## src/rtl/oht_aes_seed_sequencer.sv

```systemverilog
// oht_aes_seed_sequencer
// Collects compacted OHT entropy words into a 128-bit AES key block, then
// into successive plaintext blocks. It drives load/start strobes to the AES
// conditioning core. A reseed (new key) is forced every RESEED_BLOCKS blocks.
// A health-test failure zeroizes all buffers.
//
// Build option: define OHT_SEQ_DROP_CNT_EN to include the 16-bit saturating
// counter of dropped words. Without it, drop_count is tied to zero.
module oht_aes_seed_sequencer #(
  parameter int WIDTH         = 32,
  parameter int BLOCK_WIDTH   = 128,
  parameter int RESEED_BLOCKS = 16
) (
  input  logic                   clk,
  input  logic                   rst,
  input  logic                   enable,
  input  logic [WIDTH-1:0]       word_in,
  input  logic                   word_valid,
  input  logic                   health_fail,
  input  logic                   aes_busy,
  input  logic                   aes_done,
  output logic [BLOCK_WIDTH-1:0] aes_key,
  output logic                   aes_key_load,
  output logic [BLOCK_WIDTH-1:0] aes_pt,
  output logic                   aes_start,
  output logic [15:0]            drop_count,
  output logic [2:0]             seq_state
);

  localparam int WORDS = BLOCK_WIDTH / WIDTH;
  localparam int IDX_W = (WORDS > 1) ? $clog2(WORDS) : 1;
  localparam int CNT_W = $clog2(RESEED_BLOCKS + 1);
  localparam logic [IDX_W-1:0] LAST_IDX   = IDX_W'(WORDS - 1);
  localparam logic [CNT_W-1:0] RESEED_CNT = CNT_W'(RESEED_BLOCKS);

  typedef enum logic [2:0] {
    S_IDLE     = 3'd0,
    S_KEY_FILL = 3'd1,
    S_PT_FILL  = 3'd2,
    S_ISSUE    = 3'd3,
    S_WAIT     = 3'd4,
    S_FLUSH    = 3'd5
  } state_t;

  state_t                 state, state_nxt;
  logic [IDX_W-1:0]       idx, idx_nxt;
  logic [CNT_W-1:0]       block_count, block_count_nxt;
  logic [BLOCK_WIDTH-1:0] key_buf, key_asm;
  logic                   accept, last_word, zeroize;
  logic                   key_load_nxt, start_nxt;

  assign seq_state = state;

  // State register plus word index and block counter
  always_ff @(posedge clk) begin
    if (rst) begin
      state       <= S_IDLE;
      idx         <= '0;
      block_count <= '0;
    end else begin
      state       <= state_nxt;
      idx         <= idx_nxt;
      block_count <= block_count_nxt;
    end
  end

  // Next-state, word acceptance and strobe decode
  always_comb begin
    state_nxt       = state;
    idx_nxt         = idx;
    block_count_nxt = block_count;
    key_load_nxt    = 1'b0;
    start_nxt       = 1'b0;
    zeroize         = 1'b0;
    key_asm         = key_buf;
    // A word arriving while health_fail forces an exit is dropped, not stored.
    accept    = word_valid && !health_fail &&
                ((state == S_KEY_FILL) || (state == S_PT_FILL));
    last_word = accept && (idx == LAST_IDX);
    key_asm[int'(idx)*WIDTH +: WIDTH] = word_in;
    if (accept) begin
      idx_nxt = last_word ? '0 : idx + IDX_W'(1);
    end
    if (health_fail) begin
      // Flush overrides any final word or in-flight aes_done.
      state_nxt       = S_FLUSH;
      idx_nxt         = '0;
      block_count_nxt = '0;
      zeroize         = 1'b1;
    end else begin
      unique case (state)
        S_IDLE: begin
          if (enable) state_nxt = S_KEY_FILL;
        end
        S_KEY_FILL: begin
          if (last_word) begin
            key_load_nxt    = 1'b1;
            block_count_nxt = '0;
            state_nxt       = S_PT_FILL;
          end
        end
        S_PT_FILL: begin
          if (last_word) state_nxt = S_ISSUE;
        end
        S_ISSUE: begin
          if (!aes_busy) begin
            start_nxt = 1'b1;
            state_nxt = S_WAIT;
          end
        end
        S_WAIT: begin
          if (aes_done) begin
            block_count_nxt = block_count + CNT_W'(1);
            if (!enable)                          state_nxt = S_IDLE;
            else if (block_count_nxt >= RESEED_CNT) state_nxt = S_KEY_FILL;
            else                                  state_nxt = S_PT_FILL;
          end
        end
        S_FLUSH: begin
          // A fresh key is always required after a flush.
          state_nxt = S_IDLE;
        end
        default: state_nxt = S_IDLE;
      endcase
    end
  end

  // Key/plaintext buffers and registered strobes
  always_ff @(posedge clk) begin
    if (rst) begin
      key_buf      <= '0;
      aes_key      <= '0;
      aes_pt       <= '0;
      aes_key_load <= 1'b0;
      aes_start    <= 1'b0;
    end else begin
      aes_key_load <= key_load_nxt;
      aes_start    <= start_nxt;
      if (zeroize) begin
        key_buf <= '0;
        aes_key <= '0;
        aes_pt  <= '0;
      end else if (accept) begin
        if (state == S_KEY_FILL) begin
          key_buf <= key_asm;
          // aes_key only changes on a complete key, so it stays stable
          // while the next key is being gathered.
          if (last_word) aes_key <= key_asm;
        end else begin
          aes_pt[int'(idx)*WIDTH +: WIDTH] <= word_in;
        end
      end
    end
  end

`ifdef OHT_SEQ_DROP_CNT_EN
  function automatic logic [15:0] sat_inc16(input logic [15:0] v);
    return (v == 16'hFFFF) ? v : v + 16'd1;
  endfunction

  // Saturating count of every word strobe that was not stored
  always_ff @(posedge clk) begin
    if (rst) begin
      drop_count <= '0;
    end else if (word_valid && !accept) begin
      drop_count <= sat_inc16(drop_count);
    end
  end
`else
  assign drop_count = '0;
`endif

endmodule

```

## config.mk

```make
export PLATFORM = sky130hd
export DESIGN_NAME = oht_aes_seed_sequencer
export DESIGN_NICKNAME = d
export VERILOG_FILES = /design/src/rtl/oht_aes_seed_sequencer.sv
export SDC_FILE = /design/constraint.sdc
export NUM_CORES = 1
export LEC_CHECK = 0
export BUFFER_PORTS_ARGS = -buffer_cell sky130_fd_sc_hd__clkbuf_2
export CAP_MARGIN = 30
export CORE_MARGIN = 4
export CORE_UTILIZATION = 54
export CTS_CLUSTER_SIZE = 14
export DETAILED_ROUTE_END_ITERATION = 10
export GPL_ROUTABILITY_DRIVEN = 0
export PLACE_DENSITY = 0.78
export SYNTH_ARGS = -nofsm -noshare
export SYNTH_HDL_FRONTEND = slang
export SYNTH_SLANG_ARGS = --single-unit
```

## constraint.sdc

```tcl
create_clock -name clk -period 2.5 [get_ports clk]
set_input_delay 0.25 -clock clk [delete_from_list [all_inputs] [get_ports clk]]
set_output_delay 0.25 -clock clk [all_outputs]
set_load 0.005 [all_outputs]
```

==> metrics.cfg <==
[outcome]
status=complete, no violations

[route]
drt_iter0_drc=1440
wire_per_inst_um=20.1
vias_per_cell=5.88
drtPass1Iterations=6
drc=0
dr_total_vias=13358
finalWirelength_um=45600
antenna_left=0

[floorplanning]
num_io_pins=316
die_h_um=170
die_w_um=170
die_area_um2=29000
rows=59
start_util=0.547
core_um2=26000

[power_and_ir_drop]
p_int_w=0.00931
seqPwrFrac=0.486
pwr-share-comb=0.048
swShare=0.226
p_leak_nw=6.41
ir_drop_mv=0.481
power.density_nw_per_um2=710
p_switching_w=0.00272
p_clk_frac=0.466

[sta]
rsz0062_at_grt=no
final_max_slew_viol_count=0
max_slew_margin=0.330
setup-tns-final_ns=0
fmax_mhz=443
worstMarginPinSlew_ns=1.00
final.setup_skew_ns=0.0185
setup_violations=0
hold_viol_final=0
period_share=0.903
min_period_ns=2.26

[worst_setup_path]
endpoint_kind=flop
slowest_stage=or3b_2
rr_endpoint=aes_key[100]$_SDFFE_PP0P_
path_max_fanout=14
start_kind=flop
r2r-start=idx[0]$_SDFFE_PP0N_
arrival_ns=2.68
cp_cell_sequence=inv_1 > ha_2 > or3b_2 > nor3_4 > nand2_1 > a21oi_1
cp_top_family=simple AND/OR/NAND/NOR gates
worstPathRequired_ns=2.92
ff2ff_setup_slack_ns=0.24
criticalPathCategory=reg2reg
worstRegToRegCells=6
path_buf_inv=1
slowest_delay_ns=0.55

[logic_synthesis]
netlist_instances=1730
synth.most_common_cell=dfxtp_1
yosysWarnings=0
synth_common_cells=dfxtp_1, nand2_1, a21oi_1
synth_ff_type=dfxtp_1
synth_top_area_frac=0.513
synth_seq_cells=364
synth_area_per_cell_um2=8.21
synth_area_um2=14200
yosys.area.top_type=dfxtp_1
synthArstFlopShare=0
yosysSeqAreaShare=0.513
synth.distinct_cells=46
yosys-top-cells-area=dfxtp_1, a21oi_1, nand2_1
synth_edf_count=0

[flow_run]
drv_cap=0

[grt]
grt_pass1_wl_um=68600
grt_pass1_vias=12156
grt_max_degree=196
antenna_found_initial=0
grt_use_total=0.299
overflow=0

[cts]
htreeDepth=2
ctsLongestPathBuffers=3
cts_num_sinks=364
root_buffer=clkbuf_16
cts_made_buffers=37
cts_setup_buffers=0
clk_pin_slew_worst_paths_ns=0.07
tritoncts=yes
clkLatencyLatePin_ns=0.52

[finish]
drive_gt1_frac=0.212
final.fill_count=2234
layout-area-overhead-vs-synth_pct=19.2
diodes=0
fin_cells=2273
final_nets=1956

[hold_path]
hold_depth=3
hold_class=in2reg
min_from=aes_done
min_to=seq_state[2]$_SDFFE_PP0P_

[place]
placedCellCount=2206
portBuffers=299
dp_hpwl_um=28000

==> stage by stage <==
step / util / setup WS, ns / power [W] / hold slack, ns / cell area (um2)
6_report: 0.652 / 0.243 / 0.0120 / 0.0957 / 16900
5_1_grt: 0.652 / 0.0902 / 0.0124 / 0.113 / 16900
4_1_cts: 0.652 / 0.242 / 0.0121 / 0.0827 / 16900
3_5_place_dp: 0.604 / 0.283 / 0.00653 / 0.441 / 15700
3_3_place_gp: 0.604 / 0.393 / 0.00652 / 0.435 / 15700
2_1_floorplan: - / 0.462 / 0.00633 / 0.319 / 14300
==> logic make-up after synthesis <==
kind of cell,after synthesis,share of synthesized area
buf+inv,212,0.0666
simple gates,627,0.215
mux,1,0.000705
compound gates,515,0.197
other cells,1,0.000264
fa+ha+maj,6,0.00529
xor+xnor,4,0.00247
flops,364,0.513
==> power by group through the flow <==
stage          Combinational (W)  Sequential, W  Clock [W]
6_report                0.000579        0.00584    0.00561
5_1_grt                 0.000609        0.00584    0.00591
4_1_cts                 0.000565        0.00584    0.00567
3_5_place_dp            0.000561        0.00597          0
3_3_place_gp            0.000555        0.00597          0
2_1_floorplan           0.000364        0.00597          0
==> worst reg2reg max path: cells and delay by family (launching register included) <==
| family | cells | cell delay, ns |
|---|---|---|
| compound gates | 1 | 0.18 |
| fa+ha+maj | 1 | 0.37 |
| buf+inv | 1 | 0.19 |
| flops | 1 | 0.31 |
| simple gates | 3 | 1.12 |
==> registers in the layout (all words and copies together), names as in the netlist <==
register	flops
aes_key	128
aes_key_load	1
aes_pt	128
aes_start	1
block_count	5
idx	2
key_buf	96
seq_state	3
==> worst max-delay path by stage <==
stage | from | end | slack, ns | cells past startpoint
3_5_place_dp | idx[0]$_SDFFE_PP0N_ | aes_key[100]$_SDFFE_PP0P_ | 0.28 | 6
6_report | idx[0]$_SDFFE_PP0N_ | aes_key[100]$_SDFFE_PP0P_ | 0.24 | 6
5_1_grt | idx[0]$_SDFFE_PP0N_ | aes_key[83]$_SDFFE_PP0P_ | 0.09 | 6
3_3_place_gp | idx[0]$_SDFFE_PP0N_ | aes_key[111]$_SDFFE_PP0P_ | 0.39 | 6
2_1_floorplan | idx[0]$_SDFFE_PP0N_ | aes_key[106]$_SDFFE_PP0P_ | 0.46 | 7
4_1_cts | idx[0]$_SDFFE_PP0N_ | aes_key[100]$_SDFFE_PP0P_ | 0.24 | 6
==> layer usage <==
layer	GRT usage	vias to the layer above	part of all wire
li1	-	6274	-
met1	0.387	6265	0.39
met2	0.474	675	0.46
met3	0.0613	144	0.088
met4	0.158	0	0.055
met5	0	-	0
==> layout by cell type, fill, tap and decap left out, types with 6 or more instances in the layout <==
cell type	n
dfxtp_1	364
nand2_1	303
clkbuf_2	299
a21oi_1	244
nand3_1	164
o21ai_0	105
nor2b_1	97
a31oi_1	96
o21ai_1	44
clkbuf_16	39
buf_4	27
a22o_1	18
conb_1	16
nand4_1	15
clkbuf_1	12
nor2_1	9
buf_12	8
nor3b_4	7
clkbuf_8	6
==> area by class of cell <==
class                      instances  area, um2  area share
clock buffer                      57       1100      0.0652
tap                              335        419      0.0248
sequential                       364       7290       0.430
multi-input combinational       1169       6110       0.361
clock inverter                     9        124     0.00732
timing repair buffer             335       1870       0.110
inverter                           4       15.0    0.000887
==> repair_timing <==
item / in CTS / in global routing
resized for setup: 0 / 0
hold endpoints to repair: 1 / 0
hold buffers: 1 / 0
(Power assumes the default switching activity.)
